===== src/rtl/led_seq_pkg.sv =====
// Shared types and field widths for the LED fade sequencer and its channels.
package led_seq_pkg;

    localparam int CH_W     = 3;
    localparam int TARGET_W = 8;
    localparam int RATE_W   = 8;
    localparam int WIDTH_W  = 8;

    typedef logic [WIDTH_W-1:0] width_t;

    typedef enum logic [1:0] {
        CH_IDLE = 2'd0,
        CH_UP   = 2'd1,
        CH_DOWN = 2'd2
    } ch_state_t;

endpackage


===== src/rtl/led_fade_channel.sv =====
// One LED channel: ramp FSM, rate counter and PWM comparator.
// With LED_SEQ_BREATHE_EN defined, looped commands breathe between target and 0.
module led_fade_channel
    import led_seq_pkg::*;
(
    input  logic              clk_50,
    input  logic              reset,
    input  logic              load,
    input  width_t            cmd_target,
    input  logic [RATE_W-1:0] cmd_rate,
    input  logic              cmd_loop,
    input  logic              step_tick,
    input  width_t            pwm_pos,
    output logic              led,
    output logic              busy,
    output logic              done
);

    ch_state_t         state;
    width_t            width;
    width_t            target;
    width_t            dest;
    width_t            w_next;
    logic [RATE_W-1:0] rate;
    logic [RATE_W-1:0] rate_cnt;
    logic [RATE_W-1:0] rate_cnt_inc;
    logic              step_due;

    function automatic width_t sat_inc(input width_t w, input width_t lim);
        return (w >= lim) ? lim : w + WIDTH_W'(1);
    endfunction

    function automatic width_t sat_dec(input width_t w, input width_t lim);
        return (w <= lim) ? lim : w - WIDTH_W'(1);
    endfunction

`ifdef LED_SEQ_BREATHE_EN
    logic loop_r;
    logic to_zero;

    always_comb begin
        dest = target;
        if (to_zero) dest = '0;
    end
`else
    logic unused_loop;
    assign unused_loop = cmd_loop;

    always_comb begin
        dest = target;
    end
`endif

    assign rate_cnt_inc = rate_cnt + RATE_W'(1);
    // A rate of 0 behaves like 1: one LSB per step tick.
    assign step_due     = (rate == '0) || (rate_cnt_inc == rate);
    assign w_next       = (state == CH_UP) ? sat_inc(width, dest) : sat_dec(width, dest);
    assign busy         = (state != CH_IDLE);

    always_ff @(posedge clk_50) begin
        if (reset) begin
            state    <= CH_IDLE;
            width    <= '0;
            target   <= '0;
            rate     <= '0;
            rate_cnt <= '0;
            led      <= 1'b0;
            done     <= 1'b0;
`ifdef LED_SEQ_BREATHE_EN
            loop_r   <= 1'b0;
            to_zero  <= 1'b0;
`endif
        end else begin
            done <= 1'b0;
            led  <= (pwm_pos < width);
            if (load) begin
                target   <= cmd_target;
                rate     <= cmd_rate;
                rate_cnt <= '0;
`ifdef LED_SEQ_BREATHE_EN
                loop_r   <= cmd_loop;
                to_zero  <= 1'b0;
`endif
                if (cmd_target > width) begin
                    state <= CH_UP;
                end else if (cmd_target < width) begin
                    state <= CH_DOWN;
                end else begin
                    state <= CH_IDLE;
                    done  <= 1'b1;
                end
            end else if (busy && step_tick) begin
                if (!step_due) begin
                    rate_cnt <= rate_cnt_inc;
                end else begin
                    rate_cnt <= '0;
                    width    <= w_next;
                    if (w_next == dest) begin
`ifdef LED_SEQ_BREATHE_EN
                        if (loop_r && target != '0) begin
                            if (to_zero) begin
                                to_zero <= 1'b0;
                                state   <= CH_UP;
                            end else begin
                                done    <= 1'b1;
                                to_zero <= 1'b1;
                                state   <= CH_DOWN;
                            end
                        end else begin
                            state <= CH_IDLE;
                            done  <= 1'b1;
                        end
`else
                        state <= CH_IDLE;
                        done  <= 1'b1;
`endif
                    end
                end
            end
        end
    end

endmodule


===== src/rtl/led_fade_sequencer.sv =====
// Multi-channel LED fade sequencer: shared PWM slot counter and step prescaler,
// one led_fade_channel per LED. Optional breathe mode: LED_SEQ_BREATHE_EN.
module led_fade_sequencer
    import led_seq_pkg::*;
#(
    parameter int NUM_CH   = 4,
    parameter int TICK_DIV = 2500,
    parameter int STEP_DIV = 100000
) (
    input  logic                clk_50,
    input  logic                reset,
    input  logic                cmd_valid,
    output logic                cmd_ready,
    input  logic [CH_W-1:0]     cmd_ch,
    input  logic [TARGET_W-1:0] cmd_target,
    input  logic [RATE_W-1:0]   cmd_rate,
    input  logic                cmd_loop,
    output logic [NUM_CH-1:0]   led,
    output logic [NUM_CH-1:0]   busy,
    output logic [NUM_CH-1:0]   ch_done,
    output logic                cmd_err
);

    localparam int TICK_CW = $clog2(TICK_DIV + 1);
    localparam int STEP_CW = $clog2(STEP_DIV + 1);
    localparam logic [TICK_CW-1:0] TICK_LAST = TICK_CW'(TICK_DIV - 1);
    localparam logic [STEP_CW-1:0] STEP_LAST = STEP_CW'(STEP_DIV - 1);

    logic [TICK_CW-1:0] tick_cnt;
    logic [STEP_CW-1:0] step_cnt;
    width_t             pwm_pos;
    logic               step_tick;
    logic               cmd_accept;
    logic               ch_in_range;

    assign cmd_ready   = ~reset;
    assign cmd_accept  = cmd_valid && cmd_ready;
    assign ch_in_range = ({1'b0, cmd_ch} < (CH_W + 1)'(NUM_CH));
    assign step_tick   = (step_cnt == STEP_LAST);

    always_ff @(posedge clk_50) begin
        if (reset) begin
            tick_cnt <= '0;
            step_cnt <= '0;
            pwm_pos  <= '0;
            cmd_err  <= 1'b0;
        end else begin
            if (tick_cnt == TICK_LAST) begin
                tick_cnt <= '0;
                pwm_pos  <= pwm_pos + WIDTH_W'(1);
            end else begin
                tick_cnt <= tick_cnt + TICK_CW'(1);
            end
            if (step_tick) step_cnt <= '0;
            else           step_cnt <= step_cnt + STEP_CW'(1);
            cmd_err <= cmd_accept && !ch_in_range;
        end
    end

    for (genvar i = 0; i < NUM_CH; i++) begin : g_ch
        led_fade_channel u_ch (
            .clk_50     (clk_50),
            .reset      (reset),
            .load       (cmd_accept && ch_in_range && (cmd_ch == CH_W'(i))),
            .cmd_target (cmd_target),
            .cmd_rate   (cmd_rate),
            .cmd_loop   (cmd_loop),
            .step_tick  (step_tick),
            .pwm_pos    (pwm_pos),
            .led        (led[i]),
            .busy       (busy[i]),
            .done       (ch_done[i])
        );
    end

endmodule


===== config.mk =====
export PLATFORM = sky130hd
export DESIGN_NAME = led_fade_sequencer
export DESIGN_NICKNAME = d
export VERILOG_FILES = /design/src/rtl/led_seq_pkg.sv /design/src/rtl/led_fade_channel.sv /design/src/rtl/led_fade_sequencer.sv
export SDC_FILE = /design/constraint.sdc
export NUM_CORES = 1
export LEC_CHECK = 0
export ABC_AREA = 1
export ABC_CLOCK_PERIOD_IN_PS = 3300
export BUFFER_PORTS_ARGS = -buffer_cell sky130_fd_sc_hd__buf_4
export CORE_MARGIN = 4
export CORE_UTILIZATION = 55
export DETAILED_ROUTE_END_ITERATION = 10
export PLACE_DENSITY = 0.72
export SLEW_MARGIN = 20
export SYNTH_ARGS = -nofsm -noshare
export SYNTH_HDL_FRONTEND = slang
export SYNTH_SLANG_ARGS = --single-unit

===== constraint.sdc =====
create_clock -name clk_50 -period 3.3 [get_ports clk_50]
set_input_delay 0.33 -clock clk_50 [delete_from_list [all_inputs] [get_ports clk_50]]
set_output_delay 0.33 -clock clk_50 [all_outputs]
set_load 0.01 [all_outputs]

==> metrics.txt, run 1 <==
Seq/Total Area, Yosys 0.2775; critical path class flip-flop to flip-flop; Leakage 6.227 nW; CP Launch Type flip-flop; most frequent cell after synthesis nand2_1; # rows 56; Final Cycle Share 0.8837; min-delay worst type input port to flip-flop; multi-input logic area around 0.0083 mm²; layout cells sized above 1 0.07847; cell taking the most area after synthesis dfxtp_1; Synth Area in Compound Gates 0.1503; outcome completed; Final Setup Violations 0; worst endpoint data arrival time 3210 ps; Placer Congestion 0.9677; Total Wirelength 34,540 µm; Pre-Repair DR Iteration Count 6; GRT Resource Usage Total 0.2631; layout overhead on the synthesized area 7.425%; top post-synthesis cells by area dfxtp_1 (28%), nand2_1 (14%), ha_1 (10%); clock share of power 0.417; cts hold-fix bufs 0; post-cts resize count 0; power per cell area roughly 350 mW/mm²; Slew headroom 0.3403; DIE HEIGHT ~160 µm; yosys warns 0; switching power 1.476 mW; CTS Sinks between 150 and 200; Cell Area, Synth 0.01313 mm²; Flop pwr share 0.449; vias approximately 13,000; I/O pin cnt 37; clock skew 16.81 ps; syn nets between 2,000 and 2,500; Skew-Pair Late Insertion Delay between 400 and 500 ps; final core occ 0.6008; Fin Setup TNS 0 ps; Layout Nets approximately 2,100; htree depth 4; CP Capture Type flip-flop; CP max FO 11; Post-Syn Area per Cell around 6.6 µm²; CTS tree yes; FF/Latch Area 0.003643 mm²; EDFF count, synth 0; Synth Area in Adders 0.1020; DIE AREA around 0.026 mm²; Residual DRC 0; unrepaired setup endpoints after global routing no; Hold Fails Final Rpt 0; register bit count reported by yosys ~180; ys async rst share 0; Detail Route Antenna Nets 0; Slew Viols, Final 0; Post-Synth XOR/XNOR Area 0.03708; Longest Clk Path Bufs 2; top_reg_cell synth dfxtp_1; Int Power 3.510 mW; largest family of logic cells by synthesized area simple AND/OR/NAND/NOR gates; Initial Util 0.5593; Max Freq 342.9 MHz; Post CTS Setup Buffer Count 0; initial DRC count 1,019; Port Buffer Count 35; mux cell area share after synthesis 0; Sw Share 0.2961; Clock transition at path regs about 80 ps; Worst Tran Pin Value just under 1000 ps; worst IR drop on VDD about 300 µV; combinational power share 0.134; diodes inserted 0; worst slack, placed slightly below 500 ps; setup ws final roughly 380 ps; die width around 160 µm; pin count of the biggest net entering global routing 97; time the worst path needs with I/O delays and setup around 3000 ps; via/cell ratio around 5.6; WL/cell around 15 µm; clk root buf clkbuf_16; Fillers roughly 2,300; WHS 146.8 ps; CTS Buf Count 17; Synth cell types 50; vias in the first global route approximately 12,000; Syn Inst Count 1,979; commonest cells in the netlist nand2_1 (474), nand3_1 (219), inv_1 (189), dfxtp_1 (182), nor2_1 (176); MaxCap Viol Count 0; Final HPWL DP roughly 25,000 µm; core area around 0.023 mm²; Critical Path RT 3590 ps; first-pass GRT wire length between 50,000 and 60,000 µm; GRT overflow 0; antenna violations before repair 1; top cell type's share of synthesized area 0.2775; Synth Area in Simple Gates 0.3424
==> metrics by stage <==
stage	instance area [µm²]	total power, mW	cells
after floorplan	13130	2.767	1979
after global placement	13520	2.932	2275
after detailed placement	13520	2.948	2275
after CTS	14100	5.010	2307
after global routing	14100	5.193	2307
final	14100	4.986	2307
==> placed cells by master (no fill, tap or decap), types with 6 or more instances in the layout <==
master     count
a211oi_1      29
a211oi_2      14
a21o_1         7
a21oi_1      147
a31oi_1        7
buf_4         47
clkbuf_16     17
dfxtp_1      182
ha_1         107
inv_1        189
inv_2         25
nand2_1      474
nand2_2        9
nand3_1      219
nand3b_1       6
nand4_1       46
nor2_1       176
nor3_1        23
nor3_2         7
nor3b_1        8
nor4_1         9
o211ai_1      11
o21ai_0       96
o21ai_1       19
xnor2_1       11
xor2_1        42
==> power by group through the flow <==
stage | clock (mW) | combinational [mW] | sequential [mW]
2_1_floorplan | 0 | 0.481 | 2.29
3_5_place_dp | 0 | 0.658 | 2.29
5_1_grt | 2.19 | 0.756 | 2.24
3_3_place_gp | 0 | 0.643 | 2.29
6_report | 2.08 | 0.671 | 2.24
4_1_cts | 2.11 | 0.664 | 2.24
==> worst paths after layout <==
kind,slack (ps),depth (start not counted),end,start
worst max-delay path,380,15,g_ch[3].u_ch.state[1],g_ch[3].u_ch.width[3]
worst min-delay path,150,3,cmd_err,cmd_ch[2]
worst max register to register,380,15,g_ch[3].u_ch.state[1],g_ch[3].u_ch.width[3]
worst min register to register,450,1,tick_cnt[0],tick_cnt[0]
==> sequential cells by signal, summed over array words and instances (netlist names) <==
name and count:
cmd_err 1, g_ch.u_ch.dest 32, g_ch.u_ch.done 4, g_ch.u_ch.led 4, g_ch.u_ch.rate 32, g_ch.u_ch.rate_cnt 32
g_ch.u_ch.state 8, g_ch.u_ch.width 32, pwm_pos 8, step_cnt 17, tick_cnt 12
==> metal layers <==
metal | vias to the layer above | GRT usage | part of all wire
li1 | 6628 | - | -
met1 | 5848 | 0.3479 | 0.46
met2 | 327 | 0.4369 | 0.46
met3 | 73 | 0.03695 | 0.047
met4 | 0 | 0.09996 | 0.031
met5 | - | 0 | 0
==> layout make-up <==
type,count,share of cell area
Tap cell,319,0.02830
Clock inverter,14,0.01118
Clock buffer,18,0.03043
Inverter,220,0.05865
Sequential cell,182,0.2584
Multi-Input combinational cell,1507,0.5881
Timing Repair Buffer,47,0.02502
==> cell families (layout without fill, tap and decap cells) <==
kind of cell | after synthesis | in the layout
fa+ha+maj | 107 | 107
buf+inv | 290 | 299
compound gates | 342 | 342
flops | 182 | 182
simple gates | 1004 | 1004
xor+xnor | 54 | 54
==> worst max-delay path: stages, from the launching register on <==
cell and delay [ps]:
dfxtp_1 530, ha_1 310, nand2_1 70, inv_1 40
nand2_1 50, nand2_1 50, nand2_1 170, nand3_1 400
o211ai_1 400, nand2_1 110, nand2_1 80, nand2_1 50
nor2_1 170, nand3_1 180, nand3_1 100, a21oi_1 60
Power figures use the tool's default switching activity.
==> run 2: changes to the inputs <==
Settings changed: PLACE_DENSITY 0.72 to default, PLACE_DENSITY_LB_ADDON from default to 0.15.
==> run 2 against run 1 <==
Clock power increased by 4%. Final cell count about the same. Critical endpoint is now g_ch[1].u_ch.done. Wire length fell by 0.15%. Power rose by 1.6%. Sequential cell count unchanged.
==> metrics.txt, run 2 (synthesis gave the netlist of run 1 again) <==
outcome completed; dpl cell area around 0.014 mm²; initial DRC count between 900 and 1,000; antenna violations before repair 0; first-pass GRT wire length ~57,000 µm; layout cells sized above 1 0.07851; cts hold-fix bufs 0; Clock transition at path regs about 90 ps; unrepaired setup endpoints after global routing no; Slew Viols, Final 0; Final Setup Violations 0; post-cts resize count 0; CTS Buf Count 17; CTS Sinks 182; Crit. Startpoint g_ch[1].u_ch.dest[7]; pin count of the biggest net entering global routing 97; Detail Route Antenna Nets 0; # rows between 50 and 60; vias in the first global route 11,740; CP Launch Type flip-flop; Residual DRC 0; layout overhead on the synthesized area 7.634%; commonest cells after routing, fill and taps aside nand2_1 (474), nand3_1 (219), inv_1 (189); core area ~0.023 mm²; min-delay worst type input port to flip-flop; Placer Congestion about 0.94; GRT overflow 0; worst endpoint data arrival time ~3300 ps; WL/cell between 10 and 15 µm; die width about 160 µm; Total Wirelength roughly 34,000 µm; Final HPWL DP 25,000 µm; CP Capture Type flip-flop; I/O pin cnt 37; Leakage between 6 and 7 nW; Final Cycle Share 0.8853; CP max FO 11; vias ~13,000; Skew-Pair Late Insertion Delay 450 ps; htree depth 4; power per cell area about 360 mW/mm²; DIE AREA around 0.026 mm²; Worst Tran Pin Value 983.4 ps; Longest Clk Path Bufs 2; Critical Path RT around 3700 ps; time the worst path needs with I/O delays and setup between 2000 and 3000 ps; worst IR drop on VDD about 310 µV; critical path class flip-flop to flip-flop; diodes inserted 0; Hold Fails Final Rpt 0; worst hold path startpoint cmd_ch[2]; Slew headroom 0.3444; DIE HEIGHT between 150 and 200 µm; Initial Util 0.5593; Post CTS Setup Buffer Count 0; Post-Layout Inst Area between 0.01 and 0.015 mm²; clock skew around 14 ps; MaxCap Viol Count 0; Port Buffer Count 35; Fin Setup TNS 0 ps; Max Freq 342.3 MHz; commonest non-fill, non-tap cell in the layout nand2_1; Layout Nets between 2,000 and 2,500; via/cell ratio between 5 and 6; GRT Resource Usage Total 0.2613; clk root buf clkbuf_16; CTS tree yes; Reg-to-Reg Start g_ch[1].u_ch.dest[7]; Pre-Repair DR Iteration Count 5
[run 2: cell type report]
cell class                 instances  area (µm²)
clock buffer                      17       425.4
clock inverter                    15       196.4
fill                            2220        9343
inverter                         220       827.0
multi-input combinational       1507        8293
sequential                       182        3643
tap                              319       399.1
timing repair buffer              46       345.3
[run 2: final timing paths]
path	end	slack, ps	cells after the start
max reg2reg	g_ch[1].u_ch.done	380	15
max	g_ch[1].u_ch.done	380	15
min	cmd_err	140	3
min reg2reg	step_cnt[0]	450	1
[run 2: layer usage]
| layer | share of wire | vias up | GRT usage |
|---|---|---|---|
| met2 | 0.46 | 297 | 0.4327 |
| met3 | 0.045 | 61 | 0.03948 |
| met1 | 0.47 | 5833 | 0.3455 |
| met5 | 0 | - | 0 |
| li1 | - | 6605 | - |
| met4 | 0.029 | 0 | 0.09765 |
[run 2: where the power goes]
| group | total [mW] | internal (mW) | switching [mW] |
|---|---|---|---|
| combinational | 0.670 | 0.213 | 0.457 |
| sequential | 2.24 | 2.22 | 0.0182 |
| clock | 2.16 | 1.05 | 1.11 |
| total | 5.07 | 3.48 | 1.59 |
[run 2: per-stage QoR]
step	hold WS, ps	setup WS (ps)	total power, mW	std cells	util
after floorplan	417.5	1112	2.767	1979	-
after global placement	428.9	517.2	2.931	2274	0.5755
after detailed placement	440.3	469.7	2.947	2274	0.5755
after CTS	124.3	424.3	5.098	2306	0.6020
after global routing	141.0	134.5	5.280	2306	0.6020
final	137.8	378.4	5.066	2306	0.6020
[run 2: worst max-delay path: stages (launching register included)]
cell and delay [ps]:
dfxtp_1 370, inv_1 100, ha_1 300, nand2_1 80, nor2_2 180, nand4_2 220
buf_4 240, nand2_1 330, nand2_1 130, nand3_1 100, nand3_1 70, nand2_1 110
nand2_1 70, nor2_1 90, nand3_1 150, a21oi_1 260
==> run 3: changes to the inputs <==
Settings changed: ABC_CLOCK_PERIOD_IN_PS 3300 to 3100, SETUP_SLACK_MARGIN from default to 0.02.
Clock period 3.3 ns to 3.1 ns, I/O delays scaled along.
==> run 3 against run 2 <==
Combinational power is 7.0% higher. Clock skew is 1.2 ps higher. Worst setup slack worse by 67 ps. First-iteration DRC count is 3.3% lower. Wire length is 0.92% lower. Sequential cell count stayed put. Global-route usage hardly changed. Critical path depth is 2 lower. Sequential share of layout area is 0.11 points lower. Clock-buffer cell count is 1 higher. Die area stayed put. Non-clock buffer count is 11 higher.
==> metrics.txt, run 3 (synthesis gave the netlist of run 1 again) <==
outcome completed; MaxCap Viol Count 0; commonest non-fill, non-tap cell in the layout nand2_1; critical path class flip-flop to flip-flop; busiest grt layer met2; CTS Buf Count 17; Total Wirelength ~34,000 µm; min-delay worst type input port to flip-flop; die width around 160 µm; Max stage delay on crit path between 300 and 400 ps; Pre-Repair DR Iteration Count 8; Skew-Pair Late Insertion Delay ~450 ps; Leakage 6.283 nW; GRT Resource Usage Total 0.2613; power per cell area 374.5 mW/mm²; Slew Viols, Final 0; CP Launch Type flip-flop; layout overhead on the synthesized area 8.092%; WL/cell ~15 µm; Final HPWL DP 25,250 µm; first-pass GRT wire length approximately 57,000 µm; diodes inserted 0; htree depth 4; clock skew approximately 16 ps; Crit path buffers/inverters 1; CTS Sinks approximately 180; Critical Path RT between 3000 and 4000 ps; Max Freq 358.5 MHz; Longest Clk Path Bufs 2; Port Buffer Count 35; GRT met1 Usage 0.3472; Layout Nets 2,115; CP max FO 11; CP max-delay cell dfxtp_1; initial DRC count between 900 and 1,000; via/cell ratio approximately 5.6; Post CTS Setup Buffer Count 0; CTS tree yes; unrepaired setup endpoints after global routing no; Fin Setup TNS 0 ps; Placer Congestion 0.9539; Final Setup Violations 0; critical-path cell list inv_1, ha_1, a21o_1, nor2_4, nand3_1, o211ai_1, nand2_1, nand2_1, nand2_1, nor2_1, nand3_1, nand3_1, a21oi_1; fin cells 2,317; worst slack, placed about 340 ps; antenna violations before repair 0; I/O pin cnt 37; layout cells sized above 1 0.08408; GR Util met3 0.03847; Initial Util 0.5593; commonest cells after routing, fill and taps aside nand2_1 (473), nand3_1 (218), inv_1 (189); vias in the first global route 11,750; Worst Tran Pin Value about 940 ps; worst IR drop on VDD 225.6 µV; Hold Fails Final Rpt 0; core area 0.02347 mm²; time the worst path needs with I/O delays and setup 2789 ps; DIE HEIGHT between 150 and 200 µm; post-placement cell count approximately 2,300; CP delay by family, top simple AND/OR/NAND/NOR gates; DIE AREA 0.02640 mm²; pin count of the biggest net entering global routing 91; vias between 10,000 and 15,000; worst endpoint data arrival time 3090 ps; Detail Route Antenna Nets 0; Final Cycle Share 0.8997; clk root buf clkbuf_16; CP Capture Type flip-flop; GRT overflow 0; Clock transition at path regs ~80 ps; Slew headroom 0.3753; # rows between 50 and 60; grt met2 use 0.4257; setup ws final 310.9 ps; Residual DRC 0
==> run 3: changes by cell type in the layout (fill, tap and decap cells not counted), moves of 2 or more <==
cell        delta
buf_4         +11
inv_8          +2
clkinvlp_4     +2
clkinv_8       -3
inv_12         -3
==> run 3: worst paths after layout <==
check	to	slack [ps]	cells after the start	start
hold / removal	cmd_err	140	3	cmd_ch[2]
hold reg to reg	tick_cnt[0]	460	1	tick_cnt[0]
setup reg to reg	g_ch[3].u_ch.state[0]	310	13	g_ch[3].u_ch.dest[7]
setup / recovery	g_ch[3].u_ch.state[0]	310	13	g_ch[3].u_ch.dest[7]
==> run 3: worst min-delay path: cells and delay by family <==
kind	cells	cell delay, ps
and+or+nand+nor	1	60
buffers and inverters	2	150
==> run 3: report_power, final <==
part / internal, mW / switching (mW) / leakage (nW)
Sequential: 2.36 / 0.0198 / 1.47
Combinational: 0.232 / 0.485 / 4.53
Clock: 1.15 / 1.06 / 0.285
==> run 3: stage by stage <==
step / utilization / hold slack (ps) / instance area, µm² / power [mW]
2_1_floorplan: - / 417.5 / 13130 / 2.945
5_1_grt: 0.6045 / 137.8 / 14190 / 5.557
6_report: 0.6045 / 136.2 / 14190 / 5.314
4_1_cts: 0.6042 / 121.9 / 14180 / 5.351
3_5_place_dp: 0.5790 / 444.7 / 13590 / 3.143
3_3_place_gp: 0.5790 / 429.7 / 13590 / 3.127
==> run 3: area by class of cell <==
| type | count | area [µm²] |
|---|---|---|
| clock inverters | 14 | 162.7 |
| inverters | 220 | 827.0 |
| well taps | 319 | 399.1 |
| flip-flops and latches | 182 | 3643 |
| repair buffers | 57 | 427.9 |
| multi-input cells | 1507 | 8300 |
| fillers | 2291 | 9283 |
| clock buffers | 18 | 429.2 |
==> run 3: what timing repair did <==
item | in CTS | in global routing
endpoints found under the setup margin | 0 | 5
hold buffers | 0 | 0
gates resized for setup | 0 | 2
endpoints found under the hold margin | 0 | 0
==> run 3: routing by layer <==
layer | up-vias | wire [µm]
li1 | 6629 | -
met1 | 5815 | 15250
met2 | 350 | 15560
met3 | 73 | 2193
met4 | 0 | 1169
met5 | - | 0
